[src/rtl/add_pkg.sv]
// rtl/add_pkg.sv - shared types and constants for the nibble-serial adder
//
// Contents:
//   add_state_t : controller state (IDLE, RUN, DONE)
//   NIBBLE_W    : width of one nibble step (4)
package add_pkg;

  localparam int NIBBLE_W = 4;

  typedef enum logic [1:0] {
    IDLE = 2'd0,
    RUN  = 2'd1,
    DONE = 2'd2
  } add_state_t;

endpackage : add_pkg

[src/rtl/add_serial_add4.sv]
// rtl/add_serial_add4.sv - 4-bit ripple-carry nibble adder
//
// Ports:
//   a, b  : nibble operands
//   cin   : carry in
//   sum   : nibble sum
//   cout  : carry out of bit 3
module add4
  import add_pkg::*;
(
  input  logic [NIBBLE_W-1:0] a,
  input  logic [NIBBLE_W-1:0] b,
  input  logic                cin,
  output logic [NIBBLE_W-1:0] sum,
  output logic                cout
);

  // Explicit full-adder chain; the carry is a procedural variable so the
  // ripple is evaluated in one pass without a self-referencing vector.
  always_comb begin
    logic c;
    c   = cin;
    sum = '0;
    for (int i = 0; i < NIBBLE_W; i++) begin
      sum[i] = a[i] ^ b[i] ^ c;
      c      = (a[i] & b[i]) | (c & (a[i] ^ b[i]));
    end
    cout = c;
  end

endmodule : add4

[src/rtl/add_serial.sv]
// rtl/add_serial.sv - multi-cycle wide adder built from one nibble adder
//
// Parameters:
//   NIBBLES   : operand width in nibbles (1..16), W = 4*NIBBLES
// Ports:
//   clk       : clock, rising edge
//   reset     : synchronous, active-high
//   in_valid  : a/b/cin valid
//   in_ready  : block accepts operands (IDLE, not in reset)
//   a, b      : W-bit unsigned operands
//   cin       : carry into nibble 0
//   out_valid : sum/cout hold a completed result
//   out_ready : consumer takes the result
//   sum       : (a + b + cin) mod 2^W
//   cout      : bit W of the full sum
module add_serial
  import add_pkg::*;
#(
  parameter int NIBBLES = 4
) (
  input  logic                         clk,
  input  logic                         reset,
  input  logic                         in_valid,
  output logic                         in_ready,
  input  logic [NIBBLE_W*NIBBLES-1:0]  a,
  input  logic [NIBBLE_W*NIBBLES-1:0]  b,
  input  logic                         cin,
  output logic                         out_valid,
  input  logic                         out_ready,
  output logic [NIBBLE_W*NIBBLES-1:0]  sum,
  output logic                         cout
);

  localparam int W  = NIBBLE_W * NIBBLES;
  localparam int CW = (NIBBLES > 1) ? $clog2(NIBBLES) : 1;
  localparam logic [CW-1:0] LAST = CW'(NIBBLES - 1);

  add_state_t     state;
  logic [W-1:0]   a_sr;
  logic [W-1:0]   b_sr;
  logic [W-1:0]   sum_sr;
  logic [W-1:0]   sum_q;
  logic           cout_q;
  logic           carry;
  logic [CW-1:0]  cnt;

  logic [NIBBLE_W-1:0] s4;
  logic                c4;
  logic [W-1:0]        sum_next;

  add4 u_add4 (
    .a    (a_sr[NIBBLE_W-1:0]),
    .b    (b_sr[NIBBLE_W-1:0]),
    .cin  (carry),
    .sum  (s4),
    .cout (c4)
  );

  // The newest nibble enters at the top, so after NIBBLES steps nibble 0
  // has been pushed down to the bottom of the register.
  generate
    if (NIBBLES == 1) begin : g_one
      assign sum_next = s4;
    end else begin : g_multi
      assign sum_next = {s4, sum_sr[W-1:NIBBLE_W]};
    end
  endgenerate

  // Handshake outputs depend only on registered state; in_ready is also
  // held low while reset is asserted.
  assign in_ready  = (state == IDLE) && !reset;
  assign out_valid = (state == DONE);
  assign sum       = sum_q;
  assign cout      = cout_q;

  always_ff @(posedge clk) begin
    if (reset) begin
      state  <= IDLE;
      a_sr   <= '0;
      b_sr   <= '0;
      sum_sr <= '0;
      sum_q  <= '0;
      cout_q <= 1'b0;
      carry  <= 1'b0;
      cnt    <= '0;
    end else begin
      case (state)
        IDLE: begin
          if (in_valid) begin
            a_sr  <= a;
            b_sr  <= b;
            carry <= cin;
            cnt   <= '0;
            state <= RUN;
          end
        end

        RUN: begin
          a_sr   <= a_sr >> NIBBLE_W;
          b_sr   <= b_sr >> NIBBLE_W;
          sum_sr <= sum_next;
          carry  <= c4;
          if (cnt == LAST) begin
            // Final nibble: publish the result directly from this step so
            // sum/cout only change when a complete result is available.
            sum_q  <= sum_next;
            cout_q <= c4;
            cnt    <= '0;
            state  <= DONE;
          end else begin
            cnt <= cnt + CW'(1);
          end
        end

        DONE: begin
          if (out_ready) begin
            state <= IDLE;
          end
        end

        default: state <= IDLE;
      endcase
    end
  end

endmodule : add_serial

[config.mk]
export PLATFORM = sky130hd
export DESIGN_NAME = add_serial
export DESIGN_NICKNAME = d
export VERILOG_FILES = /design/src/rtl/add_pkg.sv /design/src/rtl/add_serial_add4.sv /design/src/rtl/add_serial.sv
export SDC_FILE = /design/constraint.sdc
export NUM_CORES = 1
export LEC_CHECK = 0
export ABC_AREA = 0
export CAP_MARGIN = 20
export CORE_MARGIN = 2
export CORE_UTILIZATION = 40
export CTS_BUF_LIST = sky130_fd_sc_hd__clkbuf_8 sky130_fd_sc_hd__clkbuf_16
export CTS_CLUSTER_DIAMETER = 120
export DETAILED_ROUTE_END_ITERATION = 16
export PLACE_DENSITY = 0.65
export SETUP_SLACK_MARGIN = 0.4
export SLEW_MARGIN = 25
export SYNTH_ARGS = -nofsm -noshare
export SYNTH_HDL_FRONTEND = slang
export SYNTH_SLANG_ARGS = --single-unit
[constraint.sdc]
create_clock -name clk -period 5.9 [get_ports clk]
set_input_delay 0.59 -clock clk [delete_from_list [all_inputs] [get_ports clk]]
set_output_delay 0.59 -clock clk [all_outputs]
set_load 0.02 [all_outputs]
# Word-level counts from Yosys, hierarchy flattened
# Index checks and enable logic that the tools add are counted.
[op_classes]
add_sub_neg = 1
n_mul = 0
div_mod_pow = 0
n_lt_le_gt_ge = 0
n_eq_ne = 6
shifts = 0
n_mux = 13
bitwise_logic = 20
n_reduce_logical = 7
[ops]
columns = ["op", "n"]
rows = [
  ["$pmux 16 s2", 2],
  ["$mux 16", 2],
  ["$mux 2", 5],
  ["$and 1x1->1", 8],
  ["$xor 1x1->1", 8],
  ["$pmux 2 s3", 1],
  ["$eq 2x2->1 const B", 2],
  ["$ne 2x2->1 const B", 2],
  ["$or 1x1->1", 4],
  ["$pmux 2 s2", 1],
  ["$reduce_and 2->1", 2],
  ["$reduce_and 3->1", 1],
  ["$add 2x1->2 const B", 1],
  ["$eq 2x1->1 const B", 1],
  ["$logic_not 2->1", 1],
  ["$ne 2x1->1 const B", 1],
  ["$pmux 1 s2", 1],
  ["$reduce_bool 2->1", 1],
  ["$logic_and 1x1->1", 1],
  ["$logic_not 1->1", 1],
  ["$mux 1", 1],
]
[word_totals]
reg_bits = 70
latchBits = 0
ramBits = 0
romBits = 0
in_bits = 37
output_inout_bits = 19
memories = 0

# Depth between registers and ports, before layout
[depth]
word_depth = 10
mapped_depth = 9
mapped_depth_nobuf = 9

# Hierarchy
# From an unflattened synthesis, not the netlist that was laid out.
[unflattened]
cells_unflattened = 304
hier_area_um2 = 2691.3
[modules_own_cells]
columns = ["mod", "n_inst", "cells_each", "area_each_um2", "seq_area_each_um2"]
rows = [
  ["add_serial", 1, 290, 2573.7, 1321.3],
  ["add4", 1, 14, 117.6, 0.0],
]

# Worst setup path before layout
# Ideal clock, no wire load.
[synth_path]
path_kind = "register -> register"
start = "register a_sr[0]"
end = "register sum_q[15], in the netlist sum[15]"
setup_ns = 0.086
arrival_time_ns = 1.984
path_slack_ns = 3.831
path_stages_with_launch = 9
path_buffers = 0
period_less_slack_ns = 2.069
cell_sequence = "dfxtp_1 fa_1 inv_1 fa_1 inv_1 fa_1 inv_1 fa_1 a211oi_1"
[synth_between]
elab_chain_cells = 8
word_cells_on_any_way = 9
[synth_rtl]
columns = ["element", "line", "source"]
rows = [
  ["start, declared", "add_serial.sv:39", "logic [W-1:0] a_sr;"],
  ["start signal, assigned", "add_serial.sv:99", "a_sr <= a_sr >> NIBBLE_W;"],
  ["$xor 1x1->1", "add_serial_add4.sv:26", "c = (a[i] & b[i]) | (c & (a[i] ^ b[i]));"],
  ["$and 1x1->1", "add_serial_add4.sv:26", ""],
  ["$or 1x1->1 *", "add_serial_add4.sv:26", ""],
  ["$and 1x1->1 *", "add_serial_add4.sv:26", ""],
  ["$or 1x1->1 *", "add_serial_add4.sv:26", ""],
  ["$and 1x1->1 *", "add_serial_add4.sv:26", ""],
  ["$or 1x1->1 *", "add_serial_add4.sv:26", ""],
  ["$xor 1x1->1 *", "add_serial_add4.sv:25", "sum[i] = a[i] ^ b[i] ^ c;"],
  ["end signal, assigned", "add_serial.sv:106", "sum_q <= sum_next;"],
  ["end, declared", "add_serial.sv:42", "logic [W-1:0] sum_q;"],
]
# Mark *: on every way between the ends. The rest lies on a longest branch, timed or not.
# A chain may end at the register's enable or synchronous reset.

# Worst setup path in the final report
[layout_path]
start = "input port reset"
end = "output port in_ready"
[layout_between]
elab_chain_cells = 2
[layout_rtl]
columns = ["element", "line", "source"]
rows = [
  ["start, declared", "add_serial.sv:22", "input logic reset,"],
  ["$logic_not 1->1", "add_serial.sv:71", "assign in_ready = (state == IDLE) && !reset;"],
  ["$logic_and 1x1->1", "add_serial.sv:71", ""],
  ["end, declared", "add_serial.sv:24", "output logic in_ready,"],
]
# Every way passes these cells.

==> flow_summary_export.csv <==
group,metric,value,unit
status,status,"complete, but fails checks",
status,violations,"design-rule violations",
grt,grt_antenna_before_repair,0,
synth,synth_cells,293,
power_and_ir_drop,switchingPower,0.242,mW
synth,synth_seq_cells,66,
power_and_ir_drop,power_frac_comb,0.119,
synth,synth_warnings,0,
layout,drive_gt1_frac,0.143,
drt,avgViaCountPerCell,5.13,
power_and_ir_drop,power.leakage,1.24,nW
power_and_ir_drop,seqPwrFrac,0.493,
synth,synth_compound_area_frac,0.250,
sta,fmax,0.399,GHz
sta,final-setup-viol-count,0,
sta,fin_crit,2500,ps
floorplanning,die_y,85.8,um
power_and_ir_drop,ir_drop,0.207,mV
drt,firstDrtPassIters,13,
sta,rsz0062_at_grt,"false",
grt,grt_pass1_wl,9.39,mm
sta,slew_viol_final,0,
clock_network,cts_buffers,9,
drt,wl,5.51,mm
clock_network,clock_latency,340,ps
drt,num_vias,2154,
drt,post_drt_wl_per_cell,13.1,um
power_and_ir_drop,intPower,0.747,mW
job,cap_violations,0,
clock_network,cts-root-buf,"clkbuf_8",
drt,dr.first_iter.drc_count,187,
layout,diodes,0,
drt,wl_met1,2.53,mm
floorplanning,design.core.area,6420,um^2
worst_setup_path,worstPathRequired,5310,ps
synth,synth_top_family_by_area,"compound AO/OA/AOI/OAI gates",
worst_setup_path,critPathArrivalTime,1910,ps
clock_network,clockBufferDepth,2,
sta,hold_ws,452,ps
power_and_ir_drop,clock_power_share,0.387,
clock_network,cts_tree,"done",
worst_setup_path,crit_path_max_incr_delay,640,ps
floorplanning,dieArea,7360,um^2
clock_network,ctsResizeCount,0,
power_and_ir_drop,p_sw_frac,0.245,
layout,area_growth,26.8,%
sta,slew_headroom,0.379,
synth,synthAdderAreaFrac,0.0346,
layout,layout.cells.most_common,"dfxtp_1",
synth,synth_xor_area_frac,0,
min_path,hp-class,"flip-flop to flip-flop",
worst_setup_path,path_buf_inv,3,
synth,synth_mux_area_frac,0,
layout,fin_nets,380,
sta,fin_crit_sh,0.424,
worst_setup_path,endpoint_kind,"output port",
clock_network,cts_hold_buf,0,
placement,routabilityCongestion,0.741,
synth,synth_top_area_cell,"dfxtp_1",
sta,skew,8.53,ps
layout,final_util,0.528,
synth,ys_types,27,
worst_setup_path,startpoint_type,"primary input",
grt,gr-total-overflow,0,
synth,synth.area.top_cells,"dfxtp_1, o221a_2, a21oi_1",
clock_network,cts.sinks,66,
floorplanning,initial_core_util,0.417,
clock_network,clkSlewWorstSetupHoldPaths,70,ps
synth,syn_avg_cell_area,9.13,um^2
worst_setup_path,path_cells,"buf_2 -> buf_4 -> nor3_1 -> clkdlybuf4s50_1",
grt,grt_max_degree,68,
sta,setup_tns,0,ps
drt,met2_length,2.65,mm
placement,dp_hpwl,3.68,mm
drt,post-route-drc-count,4,
placement,place.port_buffers,55,
sta,tightest_slew,930,ps
synth,yosys.area_share.simple,0.125,
layout,final_cell_mix,"dfxtp_1, clkdlybuf4s50_1, a21oi_1, nand2_1, inv_1",
synth,synthesis.area,2680,um^2
drt,top_layer_used,"met4",
floorplanning,io_pins,56,
grt,grt_pass1_vias,2020,
worst_setup_path,critPathMaxFanout,67,
drt,ant_nets,0,
power_and_ir_drop,power.density,292,nW/um^2
floorplanning,die_x,85.8,um
synth,synth_fp_nets,335,
worst_setup_path,cp_slowest_cell,"clkdlybuf4s50_1",
drt,wl_met3,296,um
clock_network,cts_max_level,3,
worst_setup_path,critPathKind,"primary input to output port",
grt,track_usage,0.162,
synth,ys_seq_area_frac,0.494,
clock_network,cts_setup_buffers,0,
sta,hold_violations,0,
synth,synth_top_area_share,0.494,
floorplanning,fp-row-count,29,
worst_setup_path,cp_top_family,"buffers and inverters",
worst register-to-register path: stages (launching register included):
cell,delay [ps]
dfxtp_1,330
fa_1,410
inv_1,70
fa_1,160
inv_1,50
fa_1,350
inv_1,80
fa_1,440
a211oi_1,200
power groups by stage:
stage	clock network, mW	logic [mW]	registers [mW]
finish	0.383	0.118	0.488
global route	0.411	0.133	0.492
CTS	0.392	0.119	0.488
detailed placement	0	0.118	0.499
global placement	0	0.117	0.498
floorplan	0	0.0848	0.492
synth_stat cells:
| library cell | instances |
|---|---|
| a211oi_1 | 3 |
| nor2_2 | 1 |
| fa_1 | 4 |
| inv_1 | 31 |
| or3_1 | 1 |
| nor3_1 | 1 |
| nand2b_1 | 3 |
| dfxtp_1 | 66 |
| buf_6 | 6 |
| nand3b_1 | 1 |
| buf_2 | 8 |
| nor2b_4 | 1 |
| buf_1 | 2 |
| nor3b_2 | 1 |
| ha_1 | 1 |
| clkbuf_1 | 5 |
| a21oi_1 | 52 |
| a22oi_1 | 9 |
| nor2b_1 | 1 |
| nand2_2 | 1 |
| o221a_2 | 25 |
| a211oi_2 | 2 |
| nor2_1 | 16 |
| buf_4 | 1 |
| and3b_1 | 1 |
| o21bai_2 | 1 |
| nand2_1 | 49 |
logic make-up (layout without fill, tap and decap cells):
| family | count (synthesis) | in the layout |
|---|---|---|
| simple gates | 77 | 77 |
| buf+inv | 53 | 103 |
| flops | 66 | 66 |
| fa+ha+maj | 5 | 5 |
| compound gates | 92 | 92 |
sequential cells by signal, summed over array words and instances, names as in the netlist:
signal,cells
a_sr,16
b_sr,16
sum,16
sum_sr,12
cnt,2
state,2
carry,1
cout,1
path summary, 6_finish.rpt:
| path | end | start | depth (start not counted) | slack (ps) |
|---|---|---|---|---|
| min reg2reg | sum[5]$_SDFFE_PP0P_ | sum[5]$_SDFFE_PP0P_ | 2 | 450 |
| max | in_ready | reset | 4 | 3400 |
| max reg2reg | sum[15]$_SDFFE_PP0P_ | a_sr[0]$_SDFFE_PP0P_ | 8 | 3730 |
| min | sum[5]$_SDFFE_PP0P_ | sum[5]$_SDFFE_PP0P_ | 2 | 450 |
final cells by class:
type | count | area [um^2]
fill | 598 | 3030
sequential | 66 | 1320
multi-input combinational | 174 | 1100
timing repair buffer | 56 | 553
clock buffer | 11 | 151
inverter | 31 | 116
tap | 77 | 96.3
clock inverter | 5 | 53.8
per-stage QoR:
stage          power, mW  cell area [um^2]  std cells  setup WS, ps
3_5_place_dp       0.617              3180        404          3390
6_report           0.989              3390        420          3400
5_1_grt             1.03              3390        420          3320
3_3_place_gp       0.615              3180        404          3420
2_1_floorplan      0.577              2680        293          3830
4_1_cts             1.00              3390        420          3390
per-layer routing:
| metal | vias up | track usage |
|---|---|---|
| met1 | 1007 | 0.207 |
| li1 | 1087 | - |
| met4 | 0 | 0.0491 |
| met2 | 56 | 0.251 |
| met3 | 4 | 0.0674 |
| met5 | - | 0 |
No activity file was read; power rests on OpenSTA's default activity.
